[src/rtl/cpu_pkg.sv]
// Shared pipeline-control definitions: mult/div occupancy state encoding and defaults.
package cpu_pkg;

  typedef enum logic [0:0] {
    ST_RUN     = 1'b0,
    ST_MD_WAIT = 1'b1
  } md_state_e;

  localparam int unsigned MUL_CYCLES_DEFAULT = 4;
  localparam int unsigned DIV_CYCLES_DEFAULT = 16;
  localparam logic [4:0]  REG_ZERO           = 5'd0;

endpackage

[src/rtl/md_occupancy_timer.sv]
// Tracks how long the EX-stage HI/LO unit stays occupied after a mult/div issues.
module md_occupancy_timer
  import cpu_pkg::*;
#(
  parameter int unsigned MUL_CYCLES = MUL_CYCLES_DEFAULT,
  parameter int unsigned DIV_CYCLES = DIV_CYCLES_DEFAULT
) (
  input  logic clk,
  input  logic reset,
  input  logic ex_md_start,
  input  logic ex_md_is_div,
  output logic md_busy,
  output logic md_wait
);

  md_state_e  state_q, state_d;
  logic [4:0] md_cnt_q, md_cnt_d;

  always_ff @(posedge clk) begin
    if (reset) begin
      state_q  <= ST_RUN;
      md_cnt_q <= 5'd0;
    end else begin
      state_q  <= state_d;
      md_cnt_q <= md_cnt_d;
    end
  end

  always_comb begin
    state_d  = state_q;
    md_cnt_d = md_cnt_q;
    unique case (state_q)
      ST_RUN: begin
        if (ex_md_start) begin
          state_d  = ST_MD_WAIT;
          // Issue cycle plus the final md_cnt==0 cycle account for the -2.
          md_cnt_d = ex_md_is_div ? 5'(DIV_CYCLES - 2) : 5'(MUL_CYCLES - 2);
        end
      end
      ST_MD_WAIT: begin
        // A start seen here is illegal and deliberately ignored.
        if (md_cnt_q == 5'd0) begin
          state_d = ST_RUN;
        end else begin
          md_cnt_d = md_cnt_q - 5'd1;
        end
      end
      default: begin
        state_d  = ST_RUN;
        md_cnt_d = 5'd0;
      end
    endcase
  end

  assign md_wait = ~reset & (state_q == ST_MD_WAIT);
  assign md_busy = md_wait | (~reset & ex_md_start);

endmodule

[src/rtl/hazard_stall_ctrl.sv]
// Pipeline stall/flush controller: load-use and HI/LO occupancy hazards, branch flush,
// and a free-running stall-cycle counter.
module hazard_stall_ctrl
  import cpu_pkg::*;
#(
  parameter int unsigned MUL_CYCLES = MUL_CYCLES_DEFAULT,
  parameter int unsigned DIV_CYCLES = DIV_CYCLES_DEFAULT,
  parameter int unsigned CNT_W      = 32
) (
  input  logic             clk,
  input  logic             reset,
  input  logic [4:0]       id_rs,
  input  logic [4:0]       id_rt,
  input  logic             id_uses_rt,
  input  logic             id_md_access,
  input  logic             ex_mem_read,
  input  logic [4:0]       ex_rt,
  input  logic             ex_md_start,
  input  logic             ex_md_is_div,
  input  logic             branch_taken,
  output logic             pc_write,
  output logic             if_id_write,
  output logic             if_id_flush,
  output logic             id_ex_bubble,
  output logic             md_busy,
  output logic [CNT_W-1:0] stall_count
);

  logic             md_wait;
  logic             load_use;
  logic             md_hazard;
  logic             stall;
  logic [CNT_W-1:0] stall_count_q;

  md_occupancy_timer #(
    .MUL_CYCLES (MUL_CYCLES),
    .DIV_CYCLES (DIV_CYCLES)
  ) u_md_timer (
    .clk          (clk),
    .reset        (reset),
    .ex_md_start  (ex_md_start),
    .ex_md_is_div (ex_md_is_div),
    .md_busy      (md_busy),
    .md_wait      (md_wait)
  );

  assign load_use  = ex_mem_read & (ex_rt != REG_ZERO) &
                     ((ex_rt == id_rs) | (id_uses_rt & (ex_rt == id_rt)));
  assign md_hazard = id_md_access & (md_wait | ex_md_start);
  assign stall     = ~reset & (load_use | md_hazard);

  // A branch resolved during a stall may still change, so it only flushes once unstalled.
  always_comb begin
    pc_write     = 1'b1;
    if_id_write  = 1'b1;
    if_id_flush  = 1'b0;
    id_ex_bubble = 1'b0;
    if (stall) begin
      pc_write     = 1'b0;
      if_id_write  = 1'b0;
      id_ex_bubble = 1'b1;
    end else if (~reset & branch_taken) begin
      if_id_flush = 1'b1;
    end
  end

  always_ff @(posedge clk) begin
    if (reset) begin
      stall_count_q <= '0;
    end else if (stall) begin
      stall_count_q <= stall_count_q + CNT_W'(1);
    end
  end

  assign stall_count = stall_count_q;

endmodule

[config.mk]
export PLATFORM = sky130hd
export DESIGN_NAME = hazard_stall_ctrl
export DESIGN_NICKNAME = d
export VERILOG_FILES = /design/src/rtl/cpu_pkg.sv /design/src/rtl/md_occupancy_timer.sv /design/src/rtl/hazard_stall_ctrl.sv
export SDC_FILE = /design/constraint.sdc
export NUM_CORES = 1
export LEC_CHECK = 0
export ABC_CLOCK_PERIOD_IN_PS = 4200
export CAP_MARGIN = 20
export CORE_ASPECT_RATIO = 1.4
export CORE_UTILIZATION = 35
export DETAILED_ROUTE_END_ITERATION = 8
export SLEW_MARGIN = 20
export SYNTH_ARGS = -nofsm -noshare
export SYNTH_HDL_FRONTEND = slang
export SYNTH_SLANG_ARGS = --single-unit
export TNS_END_PERCENT = 10
[constraint.sdc]
create_clock -name clk -period 4.2 [get_ports clk]
set_input_delay 0.42 -clock clk [delete_from_list [all_inputs] [get_ports clk]]
set_output_delay 0.42 -clock clk [all_outputs]
set_load 0.02 [all_outputs]
Word-level counts from Yosys, hierarchy flattened
Index checks and enable logic that the tools add are counted.

Equal/unequal tests: 4. Reduce and logical (&&, ||, !) cells: 3. $add $sub $neg: 2. Bitwise operators: 14. Mux-type cells: 11.

Operators with widths (count): adder 32 x 1 -> 32 bit, second input constant (1); equality test 5 bit (2); 2-to-1 mux 5 bit (2); case mux 5 bit (2 select lines) (1); bitwise AND 1 bit (8); 2-to-1 mux 1 bit (6); logical NOT 5 bit (1); nonzero test 5 bit (1); subtractor 5 x 1 -> 5 bit, second input constant (1); 2-to-1 mux 4 bit (1); != test 2 bit, second input constant (2); OR 1 bit (4); inverter 1 bit (2); case mux 1 bit (2 select lines) (1); AND reduction 2 bit (1).

Flip-flop bits (word level): 38. Input bits: 23. Logic and storage cells: 37. Output and inout port bits: 37.

Depth between registers and ports, before layout
Gate-level depths: netlist of run 1.

Depth after elaboration: 7. Depth in mapped cells: 8. Depth with buffers taken out: 8.

Modules after synthesis
Synthesis of run 1 repeated with hierarchy kept, for this count alone.

Cell total of the unflattened synthesis: 261. Area, all modules: 2139.6 um^2.

Modules (own cells, without submodules): hazard_stall_ctrl (times used 1, area each 1773.0 um^2, sequential area each 640.6 um^2, cells an instance 219); md_occupancy_timer (times used 1, area each 366.6 um^2, sequential area each 120.1 um^2, cells an instance 42).

Worst setup path after synthesis of run 1
OpenSTA, ideal clock, no wires.

Kind: in2out. From: in ex_rt[1]. To: out if_id_flush. Data required time: 3.780 ns. Buffers on the path: 2. Stages on the path: 6. Arrival: 1.932 ns. Path slack: 1.848 ns. Cell sequence: or4_1 o21ai_0 o21a_4 buf_2 buf_2 and3b_1.

Cells in the longest elaborated chain, start to end: 7. Elaborated cells between the ends (all ways): 10. Those cells by class: eq/ne (2); mux (1); bitwise (6); reduce/logical (1).

Ends and longest elaborated chain: start: declaration (line hazard_stall_ctrl.sv:17) `input logic [4:0] ex_rt,`; equality test 5 bit (line hazard_stall_ctrl.sv:48) `((ex_rt == id_rs) | (id_uses_rt & (ex_rt == id_rt)));`; bitwise AND 1 bit (line hazard_stall_ctrl.sv:48); OR 1 bit (line hazard_stall_ctrl.sv:48); bitwise AND 1 bit * (line hazard_stall_ctrl.sv:47) `assign load_use = ex_mem_read & (ex_rt != REG_ZERO) &`; OR 1 bit * (line hazard_stall_ctrl.sv:50) `assign stall = ~reset & (load_use | md_hazard);`; bitwise AND 1 bit * (line hazard_stall_ctrl.sv:50); 2-to-1 mux 1 bit * (line hazard_stall_ctrl.sv:58) `if (stall) begin`; end: declaration (line hazard_stall_ctrl.sv:23) `output logic if_id_flush,`.

Mark *: on every way between the ends. The rest lies on a longest branch, timed or not.

Final worst setup path of run 1
From: in ex_rt[3]. To: out id_ex_bubble.

Cells in the longest elaborated chain, start to end: 7. Elaborated cells between the ends (all ways): 10. Those cells by class: eq/ne (2); mux (1); bitwise (6); reduce/logical (1).

Ends and longest elaborated chain: equality test 5 bit (line hazard_stall_ctrl.sv:48); bitwise AND 1 bit (line hazard_stall_ctrl.sv:48); OR 1 bit (line hazard_stall_ctrl.sv:48); bitwise AND 1 bit * (line hazard_stall_ctrl.sv:47); OR 1 bit * (line hazard_stall_ctrl.sv:50); bitwise AND 1 bit * (line hazard_stall_ctrl.sv:50); 2-to-1 mux 1 bit * (line hazard_stall_ctrl.sv:58); end: declaration (line hazard_stall_ctrl.sv:24) `output logic id_ex_bubble,`.

Marks and branches as above.

==> results of run 1 <==
==> cell usage after synthesis <==
| library cell | n |
|---|---|
| a211oi_1 | 1 |
| a21oi_1 | 31 |
| a221oi_1 | 1 |
| a31oi_1 | 1 |
| a32oi_1 | 1 |
| and2_1 | 6 |
| and3_1 | 5 |
| and3b_1 | 1 |
| and4_1 | 4 |
| buf_1 | 1 |
| buf_2 | 4 |
| buf_4 | 1 |
| buf_6 | 1 |
| clkbuf_1 | 11 |
| dfxtp_1 | 38 |
| ha_1 | 3 |
| inv_1 | 7 |
| mux2_1 | 1 |
| mux2i_1 | 2 |
| nand2_1 | 9 |
| nand3_1 | 11 |
| nand4_1 | 12 |
| nor2_1 | 13 |
| nor2b_1 | 5 |
| nor3_1 | 5 |
| nor3b_1 | 2 |
| nor4_2 | 1 |
| o21a_4 | 1 |
| o21ai_0 | 17 |
| o31ai_1 | 15 |
| o41ai_1 | 1 |
| or2_2 | 2 |
| or3_1 | 15 |
| or4_1 | 16 |
| xnor2_1 | 2 |
| xor2_1 | 10 |
==> where the power goes <==
part | switching [mW] | total [mW] | leakage, nW | internal (mW)
clock | 0.129 | 0.262 | 0.0482 | 0.133
combinational | 0.0543 | 0.105 | 0.540 | 0.0510
sequential | 0.00847 | 0.376 | 0.307 | 0.368
total | 0.192 | 0.743 | 0.895 | 0.551
==> layout make-up <==
| class | count | area share [%] |
|---|---|---|
| well taps | 68 | 3.05 |
| clock inverters | 1 | 0.180 |
| repair buffers | 61 | 21.7 |
| flip-flops and latches | 38 | 27.3 |
| clock buffers | 7 | 3.10 |
| multi-input cells | 194 | 43.7 |
| inverters | 7 | 0.943 |
==> through the flow <==
step | setup WS (ns) | util [%]
CTS | 1.08 | 49.4
floorplan | 1.85 | -
detailed placement | 1.08 | 47.7
global placement | 1.11 | 47.7
global route | 1.01 | 49.4
finish | 1.10 | 49.4
==> layer usage <==
metal  track usage [%]  up-vias  routed length (µm)
met5                 0        -                   0
met1              22.6      977                2310
met4              3.19        0                  46
met3              4.15        5                 272
met2              28.5       59                2500
li1                  -     1066                   -
==> worst max-delay path, cell delays in order <==
cell	delay (ns)
clkdlybuf4s50_1	0.46
xor2_1	0.19
nor4_2	0.26
a32oi_1	0.14
o21a_4	0.25
or2_2	0.30
inv_1	0.06
clkdlybuf4s50_1	0.59
==> worst min path at each step <==
stage	endpoint	cells past startpoint
2_1_floorplan	u_md_timer.md_cnt_q[3]$_SDFFE_PP0P_	2
3_3_place_gp	stall_count[31]$_SDFFE_PP0P_	2
3_5_place_dp	stall_count[31]$_SDFFE_PP0P_	2
4_1_cts	stall_count[31]$_SDFFE_PP0P_	2
5_1_grt	stall_count[31]$_SDFFE_PP0P_	2
6_report	stall_count[31]$_SDFFE_PP0P_	2
==> logic make-up (layout without fill, tap and decap cells) <==
family                     after synthesis  count (layout)
xor gates and xnor gates                12              12
and+or+nand+nor                        107             107
DFF                                     38              38
buffers and inverters                   25              76
AOI/OAI and AO/OA                       69              69
adders and majority gates                3               3
muxes                                    3               3
==> registers in the layout, summed over array words and instances (netlist names) <==
register / count
stall_count: 32
u_md_timer.md_cnt_q: 5
u_md_timer.state_q: 1
==> qor.yml, run 1 <==
synthXorXnorAreaFrac_pct: 5.03
slew_headroom_pct: 64.9
fp.dieArea_um2: 6280
p_total_mw: 0.743
synth-compound-area-share_pct: 19.5
finalInstanceArea_um2: 2790
maxCapViolCount: 0
synthesis.area_um2: 2090
final_cell_mix: "59 x clkdlybuf4s50_1, 38 x dfxtp_1, 31 x a21oi_1"
grt_overflow: 0
grt_pass1_vias: 1848
vias_per_cell: 5.60
cts_setup_buffers: 0
startpoint_type: "primary input"
cts_tree: "done"
drt_wl_total_um: 5130
final_cells: 376
drtPass1Iterations: 4
critical_path_arrival_ns: 2.68
yosysTopAreaCell: "dfxtp_1"
die_w_um: 67.3
core_area_um2: 5650
grt_antenna_before_repair: 0
initialDrtViolationCount: 154
outcome: "complete, no violations"
finalCriticalPeriod_ns: 3.10
numPortBuffers: 59
drive_gt1_share_pct: 4.22
dp.cells: 368
p_leak_nw: 0.895
ir_drop_mv: 0.186
synth_top_family_by_area: "simple AND/OR/NAND/NOR gates"
worstSetupEndpoint: "id_ex_bubble"
cts-buffers-inserted: 5
reg2reg_depth: 5
hold_class: "reg -> reg"
powerDensity_nw_per_um2: 267
syn-num-nets: 283
yosys-top-cells-area: "dfxtp_1 36%, a21oi_1 7.4%, or4_1 5.8%, o31ai_1 5.4%, or3_1 4.5%"
synth_cell_types: 36
diodes: 0
cts_root_buf: "clkbuf_8"
hold_viol_final: 0
cts_resized: 0
path_class: "in -> out"
core.rowCount: 32
die_h_um: 93.4
cts.sinks: 38
routabilityCongestion: 0.700
ctsHoldBuffers: 0
fin_worst_skew_ns: 0.00650
required_ns: 3.78
synth_top_cell_area_share_pct: 36.4
hold_path_startpoint: "stall_count[31]$_SDFFE_PP0P_"
timing.setup.tns_ns: 0
clkSlewWorstSetupHoldPaths_ns: 0.08
report.final.slew_viol_count: 0
cts.htree.levels: 2
critical_path_peak_fanout: 11
placed_area_um2: 2700
ant_nets: 0
crit_start: "ex_rt[3]"
area_growth_pct: 33.4
synth.area.mux_share_pct: 1.50
nets: 333
rrSetupSlack_ns: 1.99
ys_seq_elements: 38
final_common_cell: "clkdlybuf4s50_1"
r2r-end: "stall_count[24]$_SDFFE_PP0P_"
dr_total_vias: 2107
hold_ws_ns: 0.479
clk_latency_ns: 0.29
clk_path_buf_depth: 2
synth_fa_ha_area_share_pct: 1.80
cp-end-kind: "primary output"
r2r_start: "stall_count[3]$_SDFFE_PP0P_"
worst_slew_pin_slew_ns: 0.520
ioPinCount: 60
nFillCells: 559
routedWlPerCell_um: 13.6
clock.fmax_ghz: 0.323
setup_viol: 0
ys_seq_area_share_pct: 36.4
period_share_pct: 73.8
syn_inst: 257
multi_input_area_um2: 1220
grt_max_degree: 54
start_util_pct: 37.0
drc: 0
avgSynthCellArea_um2: 8.13
grt_pass1_wl_um: 8480
synth-simple-area-share_pct: 30.4
dp_hpwl_um: 3650
yosysWarnings: 0
register_area_um2: 761
grt_use_total_pct: 17.3
rsz0062_at_grt: "no"
Note: power is estimated with default switching activity, not from simulation.
==> run 2: changes to the inputs <==
--- a/config.mk
+++ b/config.mk
@@ -5,7 +5,7 @@
 export SDC_FILE = /design/constraint.sdc
 export NUM_CORES = 1
 export LEC_CHECK = 0
-export ABC_CLOCK_PERIOD_IN_PS = 4200
+export ABC_CLOCK_PERIOD_IN_PS = 3080
 export CAP_MARGIN = 20
 export CORE_ASPECT_RATIO = 1.4
 export CORE_UTILIZATION = 35
==> constraint.sdc (replaced) <==
create_clock -name clk -period 3.08 [get_ports clk]
set_input_delay 0.308 -clock clk [delete_from_list [all_inputs] [get_ports clk]]
set_output_delay 0.308 -clock clk [all_outputs]
set_load 0.02 [all_outputs]
==> run 2 against run 1 <==
Non-clock buffer count did not move. Clock power is 55% higher. First-iteration DRC count fell by 32%. Sequential power grew 36%. Critical path type unchanged. Largest power group unchanged. Highest routed layer unchanged.
==> qor.yml, run 2 (synthesis gave the netlist of run 1 again) <==
outcome: "complete, no violations"
final_common_cell: "clkdlybuf4s50_1"
cts_tree: "done"
cts_resized: 0
grt_antenna_before_repair: 0
crit_top_cell: "clkdlybuf4s50_1"
period_share_pct: 93.3
nets: 333
path_class: "in -> out"
critPathSlowestCell: "clkdlybuf4s50_1"
grt_overflow: 0
setup_viol: 0
die_w_um: 67.3
drc: 0
grt_pass1_wl_um: 8340
crit_buf_inv: 3
path_cells: "clkdlybuf4s50_1, xor2_1, nor4_2, a32oi_1, o21a_4, or2_2, inv_1, clkdlybuf4s50_1"
slew_headroom_pct: 62.4
core.rowCount: 32
grt_use_total_pct: 17.2
cts-buffers-inserted: 5
cts.htree.levels: 2
finalCriticalPeriod_ns: 2.87
critPathMaxStageDelay_ns: 0.59
dr_total_vias: 2101
drive_gt1_share_pct: 4.55
ctsHoldBuffers: 0
routabilityCongestion: 0.701
cts.sinks: 38
critical_path_arrival_ns: 2.57
nFillCells: 559
startpoint_type: "primary input"
ioPinCount: 60
final_cell_mix: "59 x clkdlybuf4s50_1, 38 x dfxtp_1, 31 x a21oi_1"
numPortBuffers: 59
hold_viol_final: 0
start_util_pct: 37.0
drtPass1Iterations: 4
grt_max_degree: 54
register_area_um2: 761
dp_hpwl_um: 3630
fp.dieArea_um2: 6280
core_area_um2: 5650
hold_class: "reg -> reg"
report.final.slew_viol_count: 0
die_h_um: 93.4
clkSlewWorstSetupHoldPaths_ns: 0.07
multi_input_area_um2: 1220
ant_nets: 0
area_growth_pct: 34.3
diodes: 0
vias_per_cell: 5.59
fin_worst_skew_ns: 0.00556
clk_latency_ns: 0.29
required_ns: 2.77
clk_path_buf_depth: 2
critical_path_peak_fanout: 11
critPathTopFamily: "buffers and inverters"
maxCapViolCount: 0
drt_wl_total_um: 5200
routedWlPerCell_um: 13.8
powerDensity_nw_per_um2: 378
initialDrtViolationCount: 104
grt_pass1_vias: 1764
cts_setup_buffers: 0
cts_root_buf: "clkbuf_8"
timing.setup.tns_ns: 0
ir_drop_mv: 0.161
worst_slew_pin_slew_ns: 0.564
largest_reg_flops: 32
cp-end-kind: "primary output"
final_cells: 376
p_leak_nw: 0.904
clock.fmax_ghz: 0.348
rsz0062_at_grt: "no"
dp.cells: 368
-- run 2: cell count changes in the layout (fill, tap and decap cells not counted), sizes merged --
cell,previous run,this run
clkbuf,7,8
clkinv,1,0
-- run 2: worst register-to-register path: cells and delay by family (launching register included) --
kind,cells,cell delay (ns)
and+or+nand+nor,4,1.62
DFF,1,0.41
AOI/OAI and AO/OA,1,0.16
-- run 2: final timing paths --
check | from | depth (start not counted) | slack [ns] | end
worst max-delay path | ex_rt[3] | 8 | 0.21 | id_ex_bubble
worst min-delay path | stall_count[31]$_SDFFE_PP0P_ | 2 | 0.48 | stall_count[31]$_SDFFE_PP0P_
worst max register to register | stall_count[3]$_SDFFE_PP0P_ | 5 | 0.82 | stall_count[24]$_SDFFE_PP0P_
worst min register to register | stall_count[31]$_SDFFE_PP0P_ | 2 | 0.48 | stall_count[31]$_SDFFE_PP0P_
-- run 2: layer usage --
layer | up-vias | wire length, µm | GRT usage, %
met5 | - | 0 | 0
met3 | 5 | 243 | 3.90
met2 | 58 | 2580 | 28.3
met1 | 972 | 2320 | 22.3
li1 | 1066 | - | -
met4 | 0 | 51 | 4.26
-- run 2: stage by stage --
stage          hold slack (ns)  power (mW)  utilization, %  area (µm²)  setup slack [ns]
2_1_floorplan            0.467       0.611               -        2090             0.952
3_3_place_gp             0.471       0.668            47.7        2700             0.215
3_5_place_dp             0.475       0.669            47.7        2700             0.192
4_1_cts                  0.486        1.08            49.7        2810             0.189
5_1_grt                  0.506        1.11            49.7        2810            0.0835
6_report                 0.479        1.06            49.7        2810             0.206
-- run 2: power by group --
part           internal, mW  switching [mW]
sequential            0.501          0.0117
combinational        0.0694          0.0737
clock                 0.226           0.178
-- run 2: layout make-up --
cell class	count	share of cell area, %
Multi-Input combinational cell	194	43.4
Sequential cell	38	27.1
Timing Repair Buffer	61	21.6
Clock buffer	8	3.93
Tap cell	68	3.03
Inverter	7	0.937
